$ cat config.mk
export PLATFORM = sky130hd
export DESIGN_NAME = patgen_multi
export DESIGN_NICKNAME = d
export VERILOG_FILES = /design/src/rtl/patgen_multi.sv
export SDC_FILE = /design/constraint.sdc
export NUM_CORES = 1
export LEC_CHECK = 0
export ABC_AREA = 0
export BUFFER_PORTS_ARGS = -buffer_cell sky130_fd_sc_hd__buf_2
export CAP_MARGIN = 20
export CELL_PAD_IN_SITES_DETAIL_PLACEMENT = 2
export CELL_PAD_IN_SITES_GLOBAL_PLACEMENT = 2
export CORE_UTILIZATION = 39
export CTS_BUF_LIST = sky130_fd_sc_hd__clkbuf_4
export DETAILED_ROUTE_END_ITERATION = 10
export PLACE_DENSITY = 0.9
export REMOVE_ABC_BUFFERS = 1
export SYNTH_ARGS = -nofsm -noshare
export SYNTH_HDL_FRONTEND = slang
export SYNTH_SLANG_ARGS = --single-unit
export TNS_END_PERCENT = 30
$ cat constraint.sdc
create_clock -name DCLK -period 3.93 [get_ports DCLK]
set_input_delay 0.786 -clock DCLK [delete_from_list [all_inputs] [get_ports DCLK]]
set_output_delay 0.786 -clock DCLK [all_outputs]
set_load 0.02 [all_outputs]
$ cat src/rtl/patgen_multi.sv
// patgen_multi: colour-bar / scrolling-bar / gray-ramp / checkerboard test pattern
// generator with a fixed 2-cycle pipeline from input syncs to display outputs.
`default_nettype none

module patgen_multi #(
  parameter int CW       = 8,
  parameter int XW       = 11,
  parameter int YW       = 11,
  parameter int CHK_LOG2 = 5,
  parameter int RAMP_SH  = 2
) (
  input  logic          DCLK,
  input  logic          ARESETN,
  input  logic [1:0]    MODE,
  input  logic [XW-1:0] BAR_W,
  input  logic          SCROLL_EN,
  input  logic [7:0]    SCROLL_DIV,
  input  logic          IN_HSYNC_X,
  input  logic          IN_VSYNC_X,
  input  logic          IN_DE,
  output logic          DSP_HSYNC_X,
  output logic          DSP_VSYNC_X,
  output logic          DSP_DE,
  output logic [CW-1:0] DSP_R,
  output logic [CW-1:0] DSP_G,
  output logic [CW-1:0] DSP_B
);

  logic          vs_prev, de_prev;
  logic [1:0]    mode_l;
  logic [XW-1:0] bar_w_l;
  logic          scroll_en_l;
  logic [7:0]    scroll_div_l;
  logic [2:0]    phase;
  logic [7:0]    div_cnt;
  logic [XW-1:0] x_next, run_next;
  logic [2:0]    bar_next;
  logic [YW-1:0] y;
  logic          hs1, vs1, de1;
  logic [CW-1:0] r1, g1, b1;

  logic          frame_start, line_first, run_last, chk;
  logic [XW-1:0] cur_x, cur_run, eff_w;
  logic [2:0]    cur_bar, start_bar;
  logic [CW-1:0] pix_r, pix_g, pix_b, gray;

  localparam logic [CW-1:0] FULL = {CW{1'b1}};

  // Counters hold the state for the *next* DE pixel; the first pixel of a line
  // restarts them so no line-start event needs to be tracked separately.
  assign frame_start = vs_prev & ~IN_VSYNC_X;
  assign line_first  = ~de_prev;
  assign start_bar   = (mode_l == 2'd1) ? phase : 3'd0;
  assign cur_x       = line_first ? '0 : x_next;
  assign cur_run     = line_first ? '0 : run_next;
  assign cur_bar     = line_first ? start_bar : bar_next;
  assign eff_w       = (bar_w_l == '0) ? XW'(1) : bar_w_l;
  assign run_last    = (cur_run == eff_w - XW'(1));
  assign gray        = CW'(cur_x >> RAMP_SH);
  assign chk         = cur_x[CHK_LOG2] ^ y[CHK_LOG2];

  always_comb begin
    pix_r = '0;
    pix_g = '0;
    pix_b = '0;
    case (mode_l)
      2'd2: begin
        pix_r = gray;
        pix_g = gray;
        pix_b = gray;
      end
      2'd3: begin
        pix_r = chk ? FULL : '0;
        pix_g = chk ? FULL : '0;
        pix_b = chk ? FULL : '0;
      end
      default: begin
        pix_r = cur_bar[1] ? '0 : FULL;
        pix_g = cur_bar[2] ? '0 : FULL;
        pix_b = cur_bar[0] ? '0 : FULL;
      end
    endcase
  end

  always_ff @(posedge DCLK or negedge ARESETN) begin
    if (!ARESETN) begin
      vs_prev      <= 1'b0;
      de_prev      <= 1'b0;
      mode_l       <= '0;
      bar_w_l      <= '0;
      scroll_en_l  <= 1'b0;
      scroll_div_l <= '0;
      phase        <= '0;
      div_cnt      <= '0;
      x_next       <= '0;
      run_next     <= '0;
      bar_next     <= '0;
      y            <= '0;
      hs1          <= 1'b1;
      vs1          <= 1'b1;
      de1          <= 1'b0;
      r1           <= '0;
      g1           <= '0;
      b1           <= '0;
      DSP_HSYNC_X  <= 1'b1;
      DSP_VSYNC_X  <= 1'b1;
      DSP_DE       <= 1'b0;
      DSP_R        <= '0;
      DSP_G        <= '0;
      DSP_B        <= '0;
    end else begin
      vs_prev <= IN_VSYNC_X;
      de_prev <= IN_DE;

      if (IN_DE) begin
        x_next <= cur_x + XW'(1);
        if (run_last) begin
          run_next <= '0;
          bar_next <= cur_bar + 3'd1;
        end else begin
          run_next <= cur_run + XW'(1);
          bar_next <= cur_bar;
        end
      end

      if (frame_start)
        y <= '0;
      else if (de_prev && !IN_DE)
        y <= y + YW'(1);

      // Scroll bookkeeping uses the settings latched for the frame just ending.
      if (frame_start) begin
        mode_l       <= MODE;
        bar_w_l      <= BAR_W;
        scroll_en_l  <= SCROLL_EN;
        scroll_div_l <= SCROLL_DIV;
        if (scroll_en_l) begin
          if (div_cnt == scroll_div_l) begin
            phase   <= phase + 3'd1;
            div_cnt <= '0;
          end else begin
            div_cnt <= div_cnt + 8'd1;
          end
        end else begin
          div_cnt <= '0;
        end
      end

      hs1 <= IN_HSYNC_X;
      vs1 <= IN_VSYNC_X;
      de1 <= IN_DE;
      r1  <= IN_DE ? pix_r : '0;
      g1  <= IN_DE ? pix_g : '0;
      b1  <= IN_DE ? pix_b : '0;

      DSP_HSYNC_X <= hs1;
      DSP_VSYNC_X <= vs1;
      DSP_DE      <= de1;
      DSP_R       <= r1;
      DSP_G       <= g1;
      DSP_B       <= b1;
    end
  end

endmodule

`default_nettype wire

==> flow_summary.toml, run 1 <==
[status]
outcome = "finished, final reports clean"

[drt]
avgRoutedWirePerCell_um = 17.4
drt_wl_total_um = 13400
via_per_inst = 5.32
via_count = 4081
drt_first_pass_iters = 4
drc_errors = 0
drtAntennaViolNets = 0
drt_iter0_drc = 174

[synthesis]
synth_cells = 525
synthFlopType = "dfrtp_1"
yosysWarnings = 0
yosysSeqAreaShare_pct = 56.5
synth_seq_cells = 118
syn_area_um2 = 5240
yosysUniqueCellTypes = 56
ys_async_sr_fraction_pct = 100
synth_area_per_cell_um2 = 9.98
synth-edff-count = 0

[grt]
grt_pass1_wl_um = 22900
track_usage_pct = 21.1
grt_pass1_vias = 4490
grt_max_degree = 73
antenna_found_initial = 1
gr-total-overflow = 0

[clocking]
ctsResizeCount = 0
clock_latency_ns = 0.54
hold_buffers = 0
clockRootBuffer = "clkbuf_4"
post_cts_buffers = 0
htreeDepth = 4
clkSinkCount = 118
clk_pin_slew_worst_paths_ns = 0.10
cts.path.max_buffers = 2
cts_inserted_buffers = 17
cts_tree = "yes"

[placed_design]
place_congestion = 0.859
hpwlAfterDp_um = 9450
port-buffer-count = 53

[timing]
hold_viol = 0
timing.setup.tns_ns = 0
relSlewSlack_pct = 36.9
fmax_ghz = 0.275
period_minus_slack_ns = 3.64
worst_slew_pin_slew_ns = 0.947
slew_viol_final = 0
finClkSkew_ns = 0.00845
setup_viol = 0
fin_crit_sh_pct = 92.5
rsz0062_at_grt = "false"

[die]
die_width_um = 118
rows = 41
start_util_pct = 40.7
die-area_um2 = 13900
die_y_um = 118
core-area_um2 = 12900
io-pin-count = 54

[worst_setup_path]
cp_cell_sequence = "nor4_4 -> and2_1 -> a21oi_1 -> ha_1 -> xor2_1 -> nand4b_1 -> and3_1 -> nor4_1 -> nand3_1 -> or2_1 -> xnor2_1 -> mux2_2"
cp_max_fo = 19
rr_startpoint = "bar_w_l[4]"
critical_path.top_delay_family = "simple AND/OR/NAND/NOR gates"
max_stage_delay_ns = 0.51
crit_path_end_kind = "flip-flop"
cp.arrival_ns = 4.08
r2r_cells = 12
slowest_stage = "or2_1"
reg2reg_slack_ns = 0.29
reg2reg_to = "bar_next[0]"
start_kind = "flip-flop"
worstSetupPathType = "flip-flop to flip-flop"
worstPathRequired_ns = 4.37
cp.buffers_inverters = 0

[cells_and_area]
final_nets = 615
area_growth_pct = 13.3
layout.area.seq_um2 = 2960
finish.utilization_pct = 46.1
multiInputGateArea_um2 = 2100
fill_cells = 1409
top_regs = "bar_w_l: 11 flops, run_next: 11 flops, x_next: 10 flops"
drive_gt1_share_pct = 17.3

[job]
drv_cap = 0

[power_and_ir_drop]
power.leakage_nw = 2.82
power_density_nw_per_um2 = 459
vdd_drop_max_v = 0.000147

[min_path]
holdCritPathClass = "input port to asynchronous set/reset pin"
cell usage in the layout, fill, tap and decap left out, types with 6 or more instances in the layout:
| cell type | Yosys | final |
|---|---|---|
| nor2_1 | 46 | 46 |
| nand2b_1 | 8 | 8 |
| nand4_1 | 12 | 12 |
| dfrtp_1 | 114 | 114 |
| a21oi_1 | 19 | 19 |
| buf_2 | 4 | 52 |
| nand3_1 | 22 | 22 |
| xor2_1 | 23 | 23 |
| xnor2_1 | 9 | 9 |
| inv_1 | 16 | 16 |
| ha_1 | 7 | 7 |
| nor4_1 | 7 | 7 |
| nor3_1 | 6 | 6 |
| nand2_1 | 101 | 101 |
| and2_1 | 7 | 7 |
| clkinv_2 | 0 | 6 |
| clkbuf_4 | 0 | 20 |
| o21ai_0 | 36 | 36 |
| buf_4 | 0 | 6 |
worst reg2reg max path: stages (launching register included):
cell,delay [ns]
dfrtp_1,0.48
nor4_4,0.47
and2_1,0.21
a21oi_1,0.08
ha_1,0.36
xor2_1,0.19
nand4b_1,0.10
and3_1,0.19
nor4_1,0.28
nand3_1,0.16
or2_1,0.51
xnor2_1,0.23
mux2_2,0.28
final cells by class:
type                       instances  area share, %
antenna                            1         0.0422
clock buffer                      20           2.53
clock inverter                    12           1.90
inverter                          17           1.08
multi-input combinational        368           35.5
sequential                       118           49.9
tap                              172           3.63
timing repair buffer              59           5.48
synth_stat cells, drive strengths merged, types with 5 or more instances:
| library cell | number | share of area (%) |
|---|---|---|
| dfrtp | 114 | 54 |
| nand2 | 101 | 7.2 |
| nor2 | 46 | 3.3 |
| o21ai | 40 | 3.8 |
| xor2 | 23 | 3.8 |
| nand3 | 22 | 2.1 |
| a21oi | 19 | 1.8 |
| inv | 16 | 1.1 |
| clkbuf | 15 | 1.1 |
| nand4 | 12 | 1.4 |
| xnor2 | 9 | 1.5 |
| and2 | 8 | 0.96 |
| nand2b | 8 | 0.96 |
| nor4 | 8 | 1.2 |
| buf | 7 | 1.1 |
| ha | 7 | 1.7 |
| nor3 | 6 | 0.57 |
| a31oi | 5 | 0.60 |
| and3 | 5 | 0.60 |
cell families after synthesis:
group,after synthesis,share of synthesized area (%)
buf+inv,39,3.39
xor+xnor,33,5.78
simple gates,233,21.1
flops,118,56.5
fa+ha+maj,7,1.67
compound gates,88,10.2
mux,7,1.41
metrics by stage:
stage	worst slack [ns]	std cells	instance area [µm²]	hold WS (ns)	power, mW
2_1_floorplan	0.797	503	5120	0.331	1.72
3_3_place_gp	0.539	734	5670	0.334	1.86
3_5_place_dp	0.305	734	5670	0.337	1.91
4_1_cts	0.286	766	5930	0.235	2.77
5_1_grt	0.0578	767	5930	0.268	2.87
6_report	0.293	767	5930	0.239	2.72
layer usage:
metal / vias to the layer above / GRT usage, % / part of all wire (%)
met5: - / 0 / 0
met4: 0 / 9.21 / 2.0
met3: 18 / 4.17 / 3.0
met2: 75 / 37.5 / 53
met1: 2077 / 24.6 / 42
li1: 1911 / - / -
power by group:
part	switching (mW)	leakage [nW]	total, mW	internal [mW]
sequential	0.123	1.51	1.46	1.34
combinational	0.257	1.17	0.422	0.166
clock	0.451	0.147	0.837	0.386
total	0.831	2.82	2.72	1.89
how the worst max path moves through the flow:
stage,startpoint,end,depth (start not counted)
2_1_floorplan,bar_w_l[4],bar_next[0],12
3_3_place_gp,bar_w_l[4],bar_next[0],12
3_5_place_dp,bar_w_l[4],bar_next[0],12
4_1_cts,bar_w_l[4],bar_next[0],12
5_1_grt,bar_w_l[4],bar_next[0],12
6_report,bar_w_l[4],bar_next[0],12
(Power assumes the default switching activity.)
==> run 2: changes to the inputs <==
--- a/config.mk
+++ b/config.mk
@@ -10,10 +10,11 @@
 export CAP_MARGIN = 20
 export CELL_PAD_IN_SITES_DETAIL_PLACEMENT = 2
 export CELL_PAD_IN_SITES_GLOBAL_PLACEMENT = 2
-export CORE_UTILIZATION = 39
+export CORE_MARGIN = 5
+export CORE_UTILIZATION = 30
 export CTS_BUF_LIST = sky130_fd_sc_hd__clkbuf_4
 export DETAILED_ROUTE_END_ITERATION = 10
-export PLACE_DENSITY = 0.9
+export PLACE_DENSITY_LB_ADDON = 0.1
 export REMOVE_ABC_BUFFERS = 1
 export SYNTH_ARGS = -nofsm -noshare
 export SYNTH_HDL_FRONTEND = slang
==> run 2 against run 1 <==
Against the previous run:
- sequential power about the same
- routed wire length decreased by 4.0%
- critical path depth unchanged
- clock skew increased by 0.0087 ns
- worst setup slack improved by 0.054 ns
- design area increased by 1.5%
- clock-buffer cell count unchanged
- combinational power decreased by 1%
- non-clock buffer count increased by 1
- first-iteration DRC count decreased by 56%
- cell count increased by 7.0%
- clock power increased by 4.7%
- largest power group unchanged
==> flow_summary.toml, run 2 (synthesized netlist as in run 1, its figures left out) <==
[drt]
avgRoutedWirePerCell_um = 15.6
drtAntennaViolNets = 0
drt_wl_total_um = 12800
via_per_inst = 4.89
drt_first_pass_iters = 4
drc_errors = 0
drt_iter0_drc = 76
via_count = 4018

[worst_setup_path]
slowest_stage = "or2_1"
reg2reg_slack_ns = 0.35
start_kind = "flip-flop"
cp.arrival_ns = 4.02
cp.buffers_inverters = 0
worstSetupPathType = "flip-flop to flip-flop"
cp_max_fo = 19
crit_path_end_kind = "flip-flop"
cp_cell_sequence = "nor4_4 -> and2_1 -> a21oi_1 -> ha_1 -> xor2_1 -> nand4b_1 -> and3_1 -> nor4_1 -> nand3_1 -> or2_1 -> xnor2_1 -> mux2_2"
max_stage_delay_ns = 0.51
rr_startpoint = "bar_w_l[4]"
cp-startpoint = "bar_w_l[4]"
worstPathRequired_ns = 4.36
critical_path.top_delay_family = "simple AND/OR/NAND/NOR gates"

[timing]
hold_viol = 0
finClkSkew_ns = 0.0171
timing.setup.tns_ns = 0
fin_crit_sh_pct = 91.2
worst_slew_pin_slew_ns = 1.00
slew_viol_final = 0
setup_viol = 0
rsz0062_at_grt = "false"
period_minus_slack_ns = 3.58
whs_ns = 0.286
fmax_ghz = 0.279
final.setup.worst_slack_ns = 0.347
relSlewSlack_pct = 33.0

[placed_design]
place_congestion = 0.805
hpwlAfterDp_um = 9070
place_inst = 788
pre_cts_slack_ns = 0.316
port-buffer-count = 53
place_area_um2 = 5740

[die]
die_width_um = 142
die_y_um = 142
die-area_um2 = 20200
core-area_um2 = 17200
rows = 48
io-pin-count = 54
start_util_pct = 30.4

[grt]
grt_pass1_vias = 4405
track_usage_pct = 13.4
grt_pass1_wl_um = 21700
gr-total-overflow = 0
antenna_found_initial = 1
grt_max_degree = 64

[cells_and_area]
final_nets = 616
finalInstanceArea_um2 = 6020
most-common-layout-cells = "dfrtp_1, nand2_1, buf_2"
final_cells = 821
layout_commonest_cell = "dfrtp_1"
finish.utilization_pct = 34.9
drive_gt1_share_pct = 17.6
area_growth_pct = 15.0
top_regs = "bar_w_l: 11 flops, run_next: 11 flops, x_next: 10 flops"

[power_and_ir_drop]
pwr-share-comb_pct = 15.1
power.leakage_nw = 2.82
switching_share_pct = 30.8
clkPwrFrac_pct = 31.9
total_power_mw = 2.75
p_int_mw = 1.90
p_switching_uw = 847
power_density_nw_per_um2 = 456
vdd_drop_max_v = 0.000205
seqPwrFrac_pct = 53.0

[clocking]
clkSinkCount = 118
clk_pin_slew_worst_paths_ns = 0.11
cts_inserted_buffers = 17
cts_tree = "yes"
ctsResizeCount = 0
post_cts_buffers = 0
clock_latency_ns = 0.54
clockRootBuffer = "clkbuf_4"
cts.path.max_buffers = 2
htreeDepth = 4
hold_buffers = 0

[job]
drv_cap = 0

[min_path]
holdCritPathClass = "input port to asynchronous set/reset pin"

[status]
outcome = "finished, final reports clean"
[run 2: path summary, 6_finish.rpt]
path	endpoint	cells past startpoint
hold / removal	DSP_G[6]	1
setup / recovery	bar_next[0]	12
min in group DCLK	hs1	1
setup reg to reg	bar_next[0]	12
hold reg to reg	DSP_B[6]	0
max in group asynchronous	DSP_VSYNC_X	2
[run 2: cell type report]
class / instances / area [µm²]
Fill cell: 1909 / 11200
Sequential cell: 118 / 2960
Multi-Input combinational cell: 368 / 2100
Timing Repair Buffer: 60 / 333
Tap cell: 225 / 282
Clock buffer: 20 / 150
Clock inverter: 12 / 129
Inverter: 17 / 63.8
Antenna cell: 1 / 2.50
[run 2: power by group through the flow]
stage,combinational (mW),sequential (mW),clock [mW]
after floorplan,0.236,1.48,0
after global placement,0.406,1.47,0
after detailed placement,0.428,1.48,0
after CTS,0.430,1.46,0.924
after global routing,0.470,1.48,0.983
final,0.416,1.46,0.876
[run 2: routing by layer]
layer,global-route usage [%],up-vias,routed length (µm)
li1,-,1910,-
met1,15.6,2035,5590
met2,24.0,63,6600
met3,3.80,10,509
met4,3.99,0,123
met5,0,-,0
[run 2: worst register-to-register path: stages (launching register included)]
cell and delay (ns):
dfrtp_1 0.48, nor4_4 0.42, and2_1 0.21, a21oi_1 0.07
ha_1 0.36, xor2_1 0.17, nand4b_1 0.10, and3_1 0.19
nor4_1 0.28, nand3_1 0.16, or2_1 0.51, xnor2_1 0.23
mux2_2 0.28
==> run 3: changes to the inputs <==
--- a/config.mk
+++ b/config.mk
@@ -6,7 +6,6 @@
 export NUM_CORES = 1
 export LEC_CHECK = 0
 export ABC_AREA = 0
-export BUFFER_PORTS_ARGS = -buffer_cell sky130_fd_sc_hd__buf_2
 export CAP_MARGIN = 20
 export CELL_PAD_IN_SITES_DETAIL_PLACEMENT = 2
 export CELL_PAD_IN_SITES_GLOBAL_PLACEMENT = 2
@@ -14,6 +13,7 @@
 export CORE_UTILIZATION = 30
 export CTS_BUF_LIST = sky130_fd_sc_hd__clkbuf_4
 export DETAILED_ROUTE_END_ITERATION = 10
+export DONT_BUFFER_PORTS = 1
 export PLACE_DENSITY_LB_ADDON = 0.1
 export REMOVE_ABC_BUFFERS = 1
 export SYNTH_ARGS = -nofsm -noshare
==> run 3 against run 2 <==
Against the previous run:
- register-to-register slack improved by 0.03 ns
- design area fell by 4.4%
- cell count fell by 6.6%
- first-iteration DRC count fell by 5.3%
- utilization fell by 1.5 points
- sequential share of layout area rose by 2.3 points
- largest power group unchanged
- non-clock buffer count fell by 54
- largest cell class unchanged
- critical path depth did not move
- global-route usage rose by 0.44 points
==> flow_summary.toml, run 3 (synthesized netlist as in run 1, its figures left out) <==
[placed_design]
hpwlAfterDp_um = 8750
pre_cts_slack_ns = 0.311
port-buffer-count = 0
place_congestion = 0.803

[worst_setup_path]
reg2reg_slack_ns = 0.38
cp.arrival_ns = 3.99
cp.depth = 12
worstSetupPathType = "flip-flop to flip-flop"
r2r_cells = 12
start_kind = "flip-flop"
crit_path_end_kind = "flip-flop"
slowest_stage = "dfrtp_1"
cp.buffers_inverters = 0
rr_startpoint = "bar_w_l[4]"
reg2reg_to = "bar_next[0]"
worstPathRequired_ns = 4.37
cp_cell_sequence = "nor4_4 -> and2_1 -> a21oi_1 -> ha_1 -> xor2_1 -> nand4b_1 -> and3_1 -> nor4_1 -> nand3_1 -> or2_2 -> xnor2_1 -> mux2_2"
max_stage_delay_ns = 0.49
cp_max_fo = 19
critical_path.top_delay_family = "simple AND/OR/NAND/NOR gates"

[clocking]
cts_inserted_buffers = 17
post_cts_buffers = 0
clockRootBuffer = "clkbuf_4"
cts_tree = "yes"
clock_latency_ns = 0.55
cts.path.max_buffers = 2
htreeDepth = 4
clkSinkCount = 118
clk_pin_slew_worst_paths_ns = 0.13

[timing]
timing.setup.tns_ns = 0
fmax_ghz = 0.282
worst_slew_pin_slew_ns = 0.980
fin_crit_sh_pct = 90.4
setup_viol = 0
relSlewSlack_pct = 34.7
hold_viol = 0
period_minus_slack_ns = 3.55
finClkSkew_ns = 0.0226
slew_viol_final = 0
rsz0062_at_grt = "false"
final.setup.worst_slack_ns = 0.378

[cells_and_area]
layout_commonest_cell = "dfrtp_1"
final_nets = 562
multiInputGateArea_um2 = 2100
fill_cells = 1908
drive_gt1_share_pct = 9.80
top_regs = "bar_w_l: 11 flops, run_next: 11 flops, x_next: 10 flops"
area_growth_pct = 9.94
finish.utilization_pct = 33.4
layout.area.seq_um2 = 2960
most-common-layout-cells = "dfrtp_1, nand2_1, nor2_1"

[grt]
antenna_found_initial = 1
gr-total-overflow = 0
grt_max_degree = 115
grt_pass1_wl_um = 22000
grt_pass1_vias = 4263
track_usage_pct = 13.8

[drt]
drc_errors = 0
drtAntennaViolNets = 0
via_count = 3793
drt_iter0_drc = 72
avgRoutedWirePerCell_um = 17.1
via_per_inst = 4.95
drt_first_pass_iters = 4
drt_wl_total_um = 13200

[die]
core-area_um2 = 17200
die_width_um = 142
die_y_um = 142
start_util_pct = 30.4
die-area_um2 = 20200
io-pin-count = 54
rows = 48

[power_and_ir_drop]
power.leakage_nw = 2.61
vdd_drop_max_v = 0.000160
total_power_mw = 2.74
power_density_nw_per_um2 = 475

[min_path]
holdCritPathClass = "input port to asynchronous set/reset pin"

[status]
outcome = "finished, final reports clean"

[job]
drv_cap = 0
run 3: cell types whose count changed in the layout (fill, tap and decap cells not counted), sizes merged:
cell,previous run,this run
buf,60,6
bufinv,2,1
clkbuf,20,17
clkinvlp,5,2
inv,18,25
run 3: final cells by class:
| type | count | share of cell area (%) |
|---|---|---|
| diodes | 1 | 0.0435 |
| clock buffers | 17 | 2.22 |
| clock inverters | 15 | 2.69 |
| inverters | 17 | 1.11 |
| multi-input cells | 368 | 36.5 |
| flip-flops and latches | 118 | 51.4 |
| well taps | 225 | 4.89 |
| repair buffers | 6 | 1.13 |
run 3: stage by stage:
stage               cells  cell area (µm²)  hold WS, ns
floorplan             503             5120        0.331
global placement      733             5450        0.333
detailed placement    733             5450        0.337
CTS                   766             5760       0.0144
global route          767             5760      0.00741
finish                767             5760       0.0677
run 3: per-layer routing:
| metal | global-route usage (%) | up-vias | routed length, µm |
|---|---|---|---|
| met1 | 16.6 | 1924 | 5820 |
| met5 | 0 | - | 0 |
| met3 | 3.19 | 17 | 467 |
| met2 | 24.2 | 59 | 6660 |
| met4 | 5.15 | 0 | 199 |
| li1 | - | 1793 | - |
run 3: power by group:
| part | total, mW | internal [mW] | switching [mW] | leakage (nW) |
|---|---|---|---|---|
| Sequential | 1.50 | 1.34 | 0.160 | 1.51 |
| Combinational | 0.334 | 0.140 | 0.194 | 0.951 |
| Clock | 0.903 | 0.338 | 0.565 | 0.149 |
| Total | 2.74 | 1.82 | 0.919 | 2.61 |
run 3: worst register-to-register path: stages (launching register included):
cell      delay (ns)
dfrtp_1         0.49
nor4_4          0.43
and2_1          0.21
a21oi_1         0.07
ha_1            0.35
xor2_1          0.17
nand4b_1        0.11
and3_1          0.21
nor4_1          0.29
nand3_1         0.17
or2_2           0.49
xnor2_1         0.19
mux2_2          0.28
run 3: worst max path at each step:
stage / startpoint / endpoint / slack, ns
2_1_floorplan: bar_w_l[4] / bar_next[0] / 0.80
3_3_place_gp: bar_w_l[4] / bar_next[0] / 0.46
3_5_place_dp: bar_w_l[4] / bar_next[0] / 0.31
4_1_cts: bar_w_l[4] / bar_next[0] / 0.27
5_1_grt: bar_w_l[4] / bar_next[0] / 0.09
6_report: bar_w_l[4] / bar_next[0] / 0.38
run 3: repair_timing:
action / in CTS / in global routing
resized for setup: 0 / 1
hold buffers: 1 / 0
endpoints found under the hold margin: 114 / 0
setup endpoints to repair: 0 / 1
